==> config.mk <==
export PLATFORM = sky130hd
export DESIGN_NAME = shift_right_seq
export DESIGN_NICKNAME = d
export VERILOG_FILES = /design/src/rtl/shift_pkg.sv /design/src/rtl/shift_right_step.sv /design/src/rtl/shift_right_seq.sv
export SDC_FILE = /design/constraint.sdc
export NUM_CORES = 1
export LEC_CHECK = 0
export CAP_MARGIN = 10
export CORE_MARGIN = 3
export CORE_UTILIZATION = 49
export CTS_CLUSTER_SIZE = 12
export DETAILED_ROUTE_END_ITERATION = 6
export GPL_TIMING_DRIVEN = 1
export HOLD_SLACK_MARGIN = 0.08
export PLACE_DENSITY = 0.83
export SYNTH_ARGS = -nofsm -noshare
export SYNTH_HDL_FRONTEND = slang
export SYNTH_SLANG_ARGS = --single-unit
export TNS_END_PERCENT = 1
==> constraint.sdc <==
create_clock -name clk -period 2.8 [get_ports clk]
set_clock_uncertainty 0.15 [all_clocks]
set_input_delay 0.7 -clock clk [delete_from_list [all_inputs] [get_ports clk]]
set_output_delay 0.7 -clock clk [all_outputs]
set_load 0.02 [all_outputs]
==> src/rtl/shift_pkg.sv <==
// Shared constants for the sequential right-shift unit: mode codes and FSM states.
package shift_pkg;

    localparam logic [1:0] MODE_LSR = 2'b00;
    localparam logic [1:0] MODE_ROR = 2'b01;
    localparam logic [1:0] MODE_RRC = 2'b10;
    localparam logic [1:0] MODE_ASR = 2'b11;

    typedef enum logic [1:0] {
        IDLE  = 2'b00,
        SHIFT = 2'b01,
        DONE  = 2'b10
    } state_t;

endpackage

==> src/rtl/shift_right_step.sv <==
// One single-bit right-shift step; the mode only decides what enters the MSB.
module shift_right_step
    import shift_pkg::*;
#(
    parameter int WIDTH = 8
) (
    input  logic [1:0]       mode,
    input  logic [WIDTH-1:0] w,
    input  logic             c,
    output logic [WIDTH-1:0] w_next,
    output logic             c_next
);

    logic msb;

    always_comb begin
        msb = 1'b0;
        case (mode)
            MODE_LSR: msb = 1'b0;
            MODE_ROR: msb = w[0];
            MODE_RRC: msb = c;
            MODE_ASR: msb = w[WIDTH-1];
            default:  msb = 1'b0;
        endcase
    end

    assign w_next = {msb, w[WIDTH-1:1]};
    assign c_next = w[0];

endmodule

==> src/rtl/shift_right_seq.sv <==
// Multi-cycle right shifter: start/busy/done handshake, one bit position per clock.
module shift_right_seq
    import shift_pkg::*;
#(
    parameter int WIDTH = 8,
    parameter int SHW   = 4
) (
    input  logic             clk,
    input  logic             rst,
    input  logic             start,
    input  logic [1:0]       mode,
    input  logic [WIDTH-1:0] x,
    input  logic [SHW-1:0]   amount,
    input  logic             cin,
    output logic             busy,
    output logic             done,
    output logic [WIDTH-1:0] f,
    output logic             cout
);

    state_t           state, state_n;
    logic [SHW-1:0]   cnt;
    logic [1:0]       mode_q;
    logic [WIDTH-1:0] w, w_step;
    logic             c, c_step;
    logic             load, step;

    shift_right_step #(.WIDTH(WIDTH)) u_step (
        .mode   (mode_q),
        .w      (w),
        .c      (c),
        .w_next (w_step),
        .c_next (c_step)
    );

    always_comb begin
        state_n = state;
        load    = 1'b0;
        step    = 1'b0;
        case (state)
            IDLE: if (start) begin
                load    = 1'b1;
                state_n = SHIFT;
            end
            SHIFT: begin
                if (cnt != '0) step = 1'b1;
                else           state_n = DONE;
            end
            // DONE accepts a new request directly so back-to-back ops have no bubble
            DONE: begin
                load    = start;
                state_n = start ? SHIFT : IDLE;
            end
            default: state_n = IDLE;
        endcase
    end

    always_ff @(posedge clk or posedge rst) begin
        if (rst) begin
            state  <= IDLE;
            cnt    <= '0;
            mode_q <= MODE_LSR;
            w      <= '0;
            c      <= 1'b0;
        end else begin
            state <= state_n;
            if (load) begin
                w      <= x;
                c      <= cin;
                cnt    <= amount;
                mode_q <= mode;
            end else if (step) begin
                w   <= w_step;
                c   <= c_step;
                cnt <= cnt - SHW'(1);
            end
        end
    end

    assign busy = (state == SHIFT);
    assign done = (state == DONE);
    assign f    = w;
    assign cout = c;

endmodule
==> run summary, run 1 <==
ROUTING
--------------------------------------------------------------------------------------
Pre-antenna DRT Iters                                                                4
Number of nets with antenna violations after routing                                 0
Routed vias/inst                                                                  5.21
Highest routing layer actually used                                               met4
Total wirelength of the detailed-routed design                                 1780 µm
Amount of wire on met3 after detailed routing                                    78 µm
Metal2 WL                                                                       921 µm
Metal1 wirelength                                                               768 µm
DRC                                                                                  0
DR WL/cell                                                                     13.1 µm
Via count of the routed design                                                     709
DR iter-0 viols                                                                      4

YOSYS
--------------------------------------------------------------------------------------
Post-synthesis simple-gate area fraction                                         0.133
Leading post-synthesis cells by cell area                                 sky130_fd_sc_hd__dfrtp_1 45%, sky130_fd_sc_hd__mux2_2 14%, sky130_fd_sc_hd__ha_1 5.3%
Count of flip-flops with a built-in enable after synthesis                           0
#FFs+latches synth                                                                  17
Post-synth net total                                                               104
Synth Warn #                                                                         0
Post-synthesis mux area share                                                    0.213
Area share of the leading cell type in the synthesized netlist                   0.453
Synthesized-area fraction occupied by ao, oa, aoi and oai cells                 0.0800
Number of distinct standard cells referenced by the synthesized netlist             26
Cell accounting for the most synthesized area                             sky130_fd_sc_hd__dfrtp_1
Mean cell area of the mapped netlist                                          11.4 µm²
Mapped cell area                                                               938 µm²
Ys async rst share                                                                1.00
Number of instances in the synthesized netlist                                      82
Combinational family with the most area after synthesis                   multiplexers
Share of synthesized area occupied by flip-flops and latches                     0.453
Adder-cell area share of the yosys netlist                                      0.0533
Commonest register cell after synthesis                                   sky130_fd_sc_hd__dfrtp_1
Xor and xnor fraction of the mapped netlist area                                     0

FLOORPLAN
--------------------------------------------------------------------------------------
Count of standard-cell rows                                                         15
Die span in x                                                                  49.8 µm
Die height                                                                     49.8 µm
Floorplan die area                                                            2480 µm²
Floorplan core area                                                           1760 µm²
Boundary Pins                                                                       29
Starting Density                                                                 0.532

STA
--------------------------------------------------------------------------------------
Worst Tran Pin Value                                                          0.653 ns
Setup repair after global routing missed its margin                              false
Final count of negative-setup-slack endpoints                                        0
Post-route worst setup slack                                                  0.289 ns
Period Utilization, post-route                                                   0.897
Period minus WS final                                                          2.51 ns
Total count of max-transition violations in the final report                         0
Sum of negative setup slack                                                       0 ns
Slew Limit Headroom                                                              0.564
Final hold violation count                                                           0
Achievable Freq                                                                398 MHz

FINISH
--------------------------------------------------------------------------------------
Syn-to-layout area delta                                                         33.7%
Antenna diode count                                                                  0
Area taken by multi-input logic gates                                          450 µm²
Share of final-layout standard cells stronger than drive strength 1              0.180
Commonest cells after routing, fill and taps aside                        28 x sky130_fd_sc_hd__clkdlybuf4s50_1, 17 x sky130_fd_sc_hd__dfrtp_1, 12 x sky130_fd_sc_hd__mux2_2, 9 x sky130_fd_sc_hd__inv_1, 5 x sky130_fd_sc_hd__o21ai_0
Final cell count without fillers                                                   136
Filler cell count                                                                  144
Flip-flop and latch area                                                       425 µm²
Core utilization of the finished layout                                          0.711
Most common cell after layout, fill and taps aside                        sky130_fd_sc_hd__clkdlybuf4s50_1
Net count of the finished layout                                                   134

SETUP PATH
--------------------------------------------------------------------------------------
Critical Path AT                                                               1.66 ns
Endpoint kind of the worst setup timing path                              primary output
Worst reg2reg setup slack                                                      0.94 ns
Crit Reg-Reg Endpoint                                                             f[4]
Classification of the worst setup path                                    flop to primary output
Sort of element at the start of the critical path                                 flop
Maximum net fanout on the critical path                                              9
Endpoint of the worst setup timing path                                           busy
Worst Path Required                                                            1.95 ns
Cell depth of the worst flop-to-flop path                                            5
CP startpoint                                                                 state[1]
Reg-to-Reg Start                                                                cnt[0]

CLOCK NETWORK
--------------------------------------------------------------------------------------
Postcts setup bufs                                                                   0
H-tree lvl count                                                                     1
Clock latency of the later-clocked register in the worst-skew pair             0.28 ns
Number of buffers between clock root and the deepest sink                            2
Number of resized instances in the post-cts repair step                              0
Clock tree from TritonCTS                                                        built
CTS sink cnt                                                                        17
CTS Root Buffer Type                                                      sky130_fd_sc_hd__clkbuf_4
CTS clk-pin slew, worst paths                                                  0.09 ns
Post-CTS Hold Fix Bufs                                                               0
Number of buffers inserted during clock tree synthesis                               3

GLOBAL ROUTE
--------------------------------------------------------------------------------------
Wire length of the first global-routing pass                                   3080 µm
Global router's overall resource usage                                           0.161
Total global routing overflow                                                        0
Largest net degree at the start of global routing                                   18
Antenna violations before repair                                                     0
Vias in the first global route                                                     700

MIN PATH
--------------------------------------------------------------------------------------
HP Class                                                                  flop to flop

RUN
--------------------------------------------------------------------------------------
Max-cap viol count                                                                   0

PLACE
--------------------------------------------------------------------------------------
Final weighted congestion in routability-driven placement                        0.809
Half-perimeter wire length after detailed placement                            1380 µm
Number of I/O port buffers                                                          28
Inst Count DP                                                                      132
Post-placement worst setup slack                                              0.361 ns

POWER
--------------------------------------------------------------------------------------
Sum of internal, switching and leakage power                                 0.00130 W
Power density relative to cell area                                        1030 nW/µm²
Total leakage power                                                           0.562 nW
Worst IR Drop VDD                                                             0.632 mV

OUTCOME
--------------------------------------------------------------------------------------
Outcome                                                                   finished, final reports clean

==> routing by layer <==
layer | up-vias | track usage
met5 | - | 0
met4 | 0 | 0.0553
met3 | 2 | 0.0363
met2 | 14 | 0.269
met1 | 347 | 0.203
li1 | 346 | -
==> sequential cells by signal, indices dropped and copies added, names as in the netlist <==
name    flops
f           8
cnt         4
mode_q      2
state       2
cout        1
==> power breakdown <==
group	internal, W	switching (W)
clock	0.0000552	0.0000703
sequential	0.000364	0.0000963
combinational	0.000381	0.000330
total	0.000800	0.000497
==> cell families after synthesis <==
kind of cell	Yosys count
flip-flops	17
adder cells (fa/ha/maj)	4
multiplexers	18
buffers and inverters	13
AO/OA/AOI/OAI	11
AND/OR/NAND/NOR	19
==> metrics by stage <==
| stage | hold WS (ns) | cell area, µm² |
|---|---|---|
| 6_report | 0.368 | 1250 |
| 5_1_grt | 0.409 | 1250 |
| 4_1_cts | 0.377 | 1250 |
| 3_5_place_dp | 0.354 | 1230 |
| 3_3_place_gp | 0.341 | 1230 |
| 2_1_floorplan | 0.322 | 938 |
==> synth_stat cells, types with 2 or more instances <==
master and number:
sky130_fd_sc_hd__o21ai_0 5, sky130_fd_sc_hd__buf_2 2, sky130_fd_sc_hd__inv_1 9, sky130_fd_sc_hd__or3_1 2, sky130_fd_sc_hd__mux2_1 4, sky130_fd_sc_hd__a31oi_1 3
sky130_fd_sc_hd__mux2i_1 2, sky130_fd_sc_hd__dfrtp_1 17, sky130_fd_sc_hd__or4_1 3, sky130_fd_sc_hd__nand2_1 3, sky130_fd_sc_hd__nor2_1 3, sky130_fd_sc_hd__ha_1 4
sky130_fd_sc_hd__mux2_2 12
==> area by class of cell <==
class | count | area share
Inverter | 9 | 0.0269
Timing Repair Buffer | 29 | 0.229
Tap cell | 25 | 0.0249
Sequential cell | 17 | 0.339
Clock buffer | 4 | 0.0209
Multi-Input combinational cell | 52 | 0.359
==> worst min path at each step <==
stage	from	to	depth (start not counted)
floorplan	cnt[2]	state[1]	1
global placement	f[3]	f[3]	1
detailed placement	f[2]	f[2]	1
CTS	cnt[3]	state[1]	1
global route	f[4]	f[4]	1
finish	f[2]	f[2]	1
==> worst max-delay path, stage by stage, from the launching register on <==
cell and delay [ns]:
sky130_fd_sc_hd__dfrtp_1 0.39, sky130_fd_sc_hd__nand2b_1 0.29, sky130_fd_sc_hd__inv_1 0.10, sky130_fd_sc_hd__clkdlybuf4s50_1 0.60
(Power assumes the default switching activity.)
==> inputs of run 2 (changes only) <==
- CTS_CLUSTER_DIAMETER: default -> 80
- GPL_TIMING_DRIVEN: 1 -> default
==> results of run 2 <==
The final DEF is identical to that of run 1; final timing and power are the same.
==> inputs of run 3 (changes only) <==
- CORE_MARGIN: 3 -> 2
- SETUP_SLACK_MARGIN: default -> 0.4
==> run 3 against run 2 <==
Against the previous run:
- sequential share of layout area decreased by 0.20 points
- count of clock-buffer cells in the layout down 1
- total power rose by 1.7%
- utilization rose by 0.43 points
- critical endpoint unchanged
- largest cell class unchanged
- largest power group unchanged
==> run summary, run 3 (synthesis results as in run 1) <==
SETUP PATH
----------------------------------------------------------------------------------
Maximum net fanout on the critical path                                          9   unchanged
Sort of element at the start of the critical path                             flop
Endpoint kind of the worst setup timing path                          primary output
CP peak stage delay                                                        0.39 ns   -0.21 ns
Critical path buffers and inverters                                              2   unchanged
Classification of the worst setup path                                flop to primary output
Critical Path AT                                                           1.35 ns   -0.31 ns
Worst Path Required                                                        1.95 ns   about the same
Max stage delay cell, worst path                                      sky130_fd_sc_hd__dfrtp_1
Critical-path cell list                                               nand2b_2, inv_1, dlygate4sd2_1
Cell family with the largest share of critical-path delay             buffers and inverters

ROUTING
----------------------------------------------------------------------------------
Via count of the routed design                                                 715   +0.85%
DR WL/cell                                                                 14.0 µm   +7.0%
Number of nets with antenna violations after routing                             0   unchanged
DR iter-0 viols                                                                  6   +2
Routed vias/inst                                                              5.26   +0.85%
DRC                                                                              0   unchanged
Pre-antenna DRT Iters                                                            4   unchanged
Total wirelength of the detailed-routed design                             1910 µm   +7.0%

CLOCK NETWORK
----------------------------------------------------------------------------------
Number of buffers inserted during clock tree synthesis                           3   unchanged
CTS clk-pin slew, worst paths                                              0.12 ns   +0.03 ns
Clock latency of the later-clocked register in the worst-skew pair         0.30 ns   +0.02 ns
Number of buffers between clock root and the deepest sink                        2   unchanged
Clock tree from TritonCTS                                                    built
CTS sink cnt                                                                    17   unchanged
CTS Root Buffer Type                                                  sky130_fd_sc_hd__clkbuf_4
H-tree lvl count                                                                 1   unchanged
Postcts setup bufs                                                               0   unchanged

RUN
----------------------------------------------------------------------------------
Max-cap viol count                                                               0   unchanged

OUTCOME
----------------------------------------------------------------------------------
Outcome                                                               finished, final reports clean

STA
----------------------------------------------------------------------------------
Slew Limit Headroom                                                          0.569   +0.00458
Period Utilization, post-route                                               0.786   -0.110
Total count of max-transition violations in the final report                     0   unchanged
Period minus WS final                                                      2.20 ns   -0.309 ns
Setup repair after global routing missed its margin                          false
Sum of negative setup slack                                                   0 ns   unchanged
Achievable Freq                                                            454 MHz   +14%
Worst Tran Pin Value                                                      0.646 ns   -0.00686 ns
Final hold violation count                                                       0   unchanged
Final count of negative-setup-slack endpoints                                    0   unchanged

FINISH
----------------------------------------------------------------------------------
Commonest cells after routing, fill and taps aside                    26 x sky130_fd_sc_hd__clkdlybuf4s50_1, 17 x sky130_fd_sc_hd__dfrtp_1, 12 x sky130_fd_sc_hd__mux2_2, 9 x sky130_fd_sc_hd__inv_1, 5 x sky130_fd_sc_hd__o21ai_0
Area taken by multi-input logic gates                                      453 µm²   +0.56%
Most common cell after layout, fill and taps aside                    sky130_fd_sc_hd__clkdlybuf4s50_1
Share of final-layout standard cells stronger than drive strength 1          0.198   +0.0180
Syn-to-layout area delta                                                     34.5%
Net count of the finished layout                                               134   unchanged
Antenna diode count                                                              0   unchanged
Flip-flop count of the largest register after layout                             8   unchanged
Flip-flop and latch area                                                   425 µm²   unchanged
Finished Cell Area                                                        1260 µm²   +0.60%
Filler cell count                                                              147   +2.1%

GLOBAL ROUTE
----------------------------------------------------------------------------------
Wire length of the first global-routing pass                               3080 µm   unchanged
Vias in the first global route                                                 758   +8.3%
Largest net degree at the start of global routing                               18   unchanged
Global router's overall resource usage                                       0.200   +0.0397
Total global routing overflow                                                    0   unchanged
Antenna violations before repair                                                 0   unchanged

FLOORPLAN
----------------------------------------------------------------------------------
Starting Density                                                             0.532   unchanged
Count of standard-cell rows                                                     15   unchanged
Die span in x                                                              47.8 µm   -4.0%
Die height                                                                 47.8 µm   -4.0%
Boundary Pins                                                                   29   unchanged
Floorplan core area                                                       1760 µm²   unchanged
Floorplan die area                                                        2280 µm²   -7.9%

POWER
----------------------------------------------------------------------------------
Combinational group share of total power                                     0.541   -0.007
Power density relative to cell area                                    1040 nW/µm²   +1.1%
Int Pwr                                                                 0.000797 W   -0.45%
Sw frac                                                                      0.396   +0.0131
Total leakage power                                                       0.579 nW   +3.1%
Clock network fraction of design power                                       0.107   +0.010
Psw                                                                     0.000522 W   +5.2%
Fraction of power consumed by sequential logic                               0.352   -0.003
Worst IR Drop VDD                                                         0.572 mV   -9.5%

PLACE
----------------------------------------------------------------------------------
Final weighted congestion in routability-driven placement                    0.777   -3.9%
Half-perimeter wire length after detailed placement                        1410 µm   +2.7%
Area post-placement                                                       1230 µm²   unchanged
Number of I/O port buffers                                                      28   unchanged

MIN PATH
----------------------------------------------------------------------------------
HP Class                                                              flop to flop

[run 3: changes by cell type in the layout (fill, tap and decap cells not counted), sizes merged]
cell	delta
clkdlybuf4s50	-2
dlygate4sd2	+1
dlymetal6s2s	+1
clkinvlp	+1
clkbuf	-1
[run 3: path summary, 6_finish.rpt]
kind	start	to	slack (ns)	cells after the start
min	f[3]	f[3]	0.37	1
min reg2reg	f[3]	f[3]	0.37	1
max reg2reg	cnt[1]	f[2]	0.97	5
max in group asynchronous	rst	state[0]	1.44	2
max	state[1]	busy	0.60	3
min in group asynchronous	rst	f[2]	0.62	2
[run 3: final cells by class]
class	instances	share of cell area
multi-input cells	52	0.359
inverters	9	0.0268
well taps	25	0.0248
repair buffers	29	0.229
clock inverters	1	0.00595
clock buffers	3	0.0178
flip-flops and latches	17	0.337
[run 3: layer usage]
metal | wire (µm) | GRT usage
met4 | 14 | 0.0595
met1 | 785 | 0.211
met3 | 105 | 0.0906
met2 | 1000 | 0.357
met5 | 0 | 0
[run 3: worst reg2reg max path: cells and delay by family (launching register included)]
kind                       cells  cell delay (ns)
adders and majority gates      1             0.15
AOI/OAI and AO/OA              1             0.20
muxes                          1             0.34
and+or+nand+nor                1             0.40
buffers and inverters          1             0.08
DFF                            1             0.40
[run 3: power groups by stage]
| stage | Clock, W | Combinational, W | Sequential [W] |
|---|---|---|---|
| after floorplan | 0 | 0.000446 | 0.000505 |
| after detailed placement | 0 | 0.000726 | 0.000464 |
| final | 0.000141 | 0.000714 | 0.000465 |
| after CTS | 0.000147 | 0.000727 | 0.000463 |
| after global routing | 0.000158 | 0.000788 | 0.000482 |
| after global placement | 0 | 0.000699 | 0.000458 |
[run 3: repair_timing]
action | CTS | global route
resized for setup | 2 | 1
hold buffers | 0 | 0
endpoints found under the setup margin | 1 | 1
cloned | 0 | 0
[run 3: stage by stage]
stage	setup WS [ns]	util	total power [W]	cells	hold slack [ns]
5_1_grt	0.495	0.716	0.00143	136	0.411
2_1_floorplan	0.956	-	0.000951	82	0.322
4_1_cts	0.397	0.714	0.00134	136	0.376
3_3_place_gp	0.396	0.696	0.00116	132	0.341
6_report	0.598	0.716	0.00132	136	0.373
3_5_place_dp	0.364	0.696	0.00119	132	0.353
==> patch (settings of run 1) <==
The 3 states of `state_t` get a one-hot encoding in 3 bits.
--- a/src/rtl/shift_pkg.sv
+++ b/src/rtl/shift_pkg.sv
@@ -7,8 +7,8 @@
     localparam logic [1:0] MODE_ASR = 2'b11;
 
-    typedef enum logic [1:0] {
-        IDLE  = 2'b00,
-        SHIFT = 2'b01,
-        DONE  = 2'b10
+    typedef enum logic [2:0] {
+        IDLE  = 3'b001,
+        SHIFT = 3'b010,
+        DONE  = 3'b100
     } state_t;
 
Behaviour: same outputs for any inputs over 10 cycles, from zero or initial values and one cycle with rst high; not proved beyond that.
==> patch against run 1 <==
Worst setup slack worse by 160 ps; non-clock buffer count down 1; sequential cell count increased by 1; worst hold slack better by 17 ps; area after synthesis decreased by 2.3%; cell area fell by 1.0%; wire length is 9.8% higher; highest routed layer unchanged; cell count is 7.4% higher; critical path depth shrank 1; power increased by 1.8%; core utilization about the same.
==> patch: results (changes against run 1) <==
CP peak stage delay 670 ps (was 600 ps); pin count of the biggest net entering global routing 19 (was 18); compound-cell area share of the yosys netlist 0.164 (was 0.0800); adder-cell area share of the yosys netlist 0.0546 (was 0.0533); CP max FO 6 (was 9); Metal-1 WL 845 µm (was 768 µm); Iteration-0 DRC Markers 8 (was 4); final-stage net count 144 (was 134); clock-net power 0.165 mW (was 0.126 mW); H-tree lvl count 1 (unchanged); met3 Use GR 0.0826 (was 0.0363); sequential power share 0.387 (was 0.355); post-synth cell types 28 (was 26); peak supply drop 0.558 mV (was 0.632 mV); TritonRoute pass-1 iters 4 (unchanged); Met3 Wirelength 152 µm (was 78 µm); grt met1 use 0.222 (was 0.203); DR WL met2 922 µm (was 921 µm); IO Port Bufs 28 (unchanged); clock-pin slew on the worst setup and hold paths 110 ps (was 90 ps); seq pwr 0.511 mW (was 0.460 mW); Pint 0.771 mW (was 0.800 mW); xor/xnor share of the synthesized area 0.0191 (was 0); WP data arrival 1820 ps (was 1660 ps); placer congestion estimate 0.728 (was 0.809); Commonest cells post-synth 20 x nand2_1, 17 x dfrtp_1, 9 x a22oi_1 (was 17 x dfrtp_1, 12 x mux2_2, 9 x inv_1); Clock Latency Late Sink 300 ps (was 280 ps); sequential element share of the synthesized area 0.492 (was 0.453); Vias/cell 5.21 (about the same); proportion of synthesized area in mux cells 0.0109 (was 0.213); GR Util met2 0.292 (was 0.269); GRT Util Overall 0.187 (was 0.161); syn nets 115 (was 104); layout cell share with drive strength beyond 1 0.0826 (was 0.180); status completed (unchanged); leakage 0.557 nW (was 0.562 nW); worst-margin pin slew 670 ps (was 653 ps); vias in the first global route 756 (was 700); hpwl dp 1.44 mm (was 1.38 mm); global-route wire length before repair 3.42 mm (was 3.08 mm); synth top area cells dfrtp_1 46%, nand2_1 8.2%, a22oi_1 7.4% (was dfrtp_1 45%, mux2_2 14%, ha_1 5.3%); post-place setup slack 368 ps (was 361 ps); WL per Instance 13.4 µm (was 13.1 µm)
-- patch: cell types whose count changed in the layout (fill, tap and decap cells not counted), sizes merged, moves of 3 or more --
cell and delta:
and2 +3, mux2 -16, nand2 +18, a22oi +9
-- patch: kinds of logic (layout without fill, tap and decap cells) --
logic type / Yosys count / after routing
fa+ha+maj: 4 / 4
xor+xnor: 2 / 2
compound gates: 21 / 21
mux: 1 / 1
buf+inv: 11 / 39
flops: 18 / 18
simple gates: 36 / 36
-- patch: final cells by class --
class	instances	area, µm²	area share
clock buffers	4	36.3	0.0292
well taps	25	31.3	0.0252
repair buffers	28	280	0.226
flip-flops and latches	18	452	0.364
inverters	7	26.3	0.0211
multi-input cells	64	417	0.335
-- patch: stage by stage --
stage               cell area (µm²)  std cells   util  hold WS [ps]
finish                         1240        146  0.712           385
global route                   1240        146  0.712           415
CTS                            1240        146  0.712           385
detailed placement             1210        142  0.691           353
global placement               1210        142  0.691           354
floorplan                       917         93      -           343
-- patch: worst paths after layout --
path | start | to | slack, ps | cells after the start
setup reg to reg | cnt[0]$_DFFE_PP0P_ | cnt[2]$_DFFE_PP0P_ | 750 | 6
setup / recovery | state[2]$_DFFE_PP0P_ | busy | 130 | 2
hold reg to reg | f[2]$_DFFE_PP0P_ | f[2]$_DFFE_PP0P_ | 380 | 2
min in group asynchronous | rst | f[6]$_DFFE_PP0P_ | 630 | 2
max in group asynchronous | rst | cnt[1]$_DFFE_PP0P_ | 1440 | 2
hold / removal | f[2]$_DFFE_PP0P_ | f[2]$_DFFE_PP0P_ | 380 | 2
-- patch: worst register-to-register path, stage by stage (launching register included) --
cell      delay (ps)
dfrtp_1          390
inv_1             90
ha_1             180
or3b_1           460
a22oi_2          390
o21bai_1         180
a221o_1          160
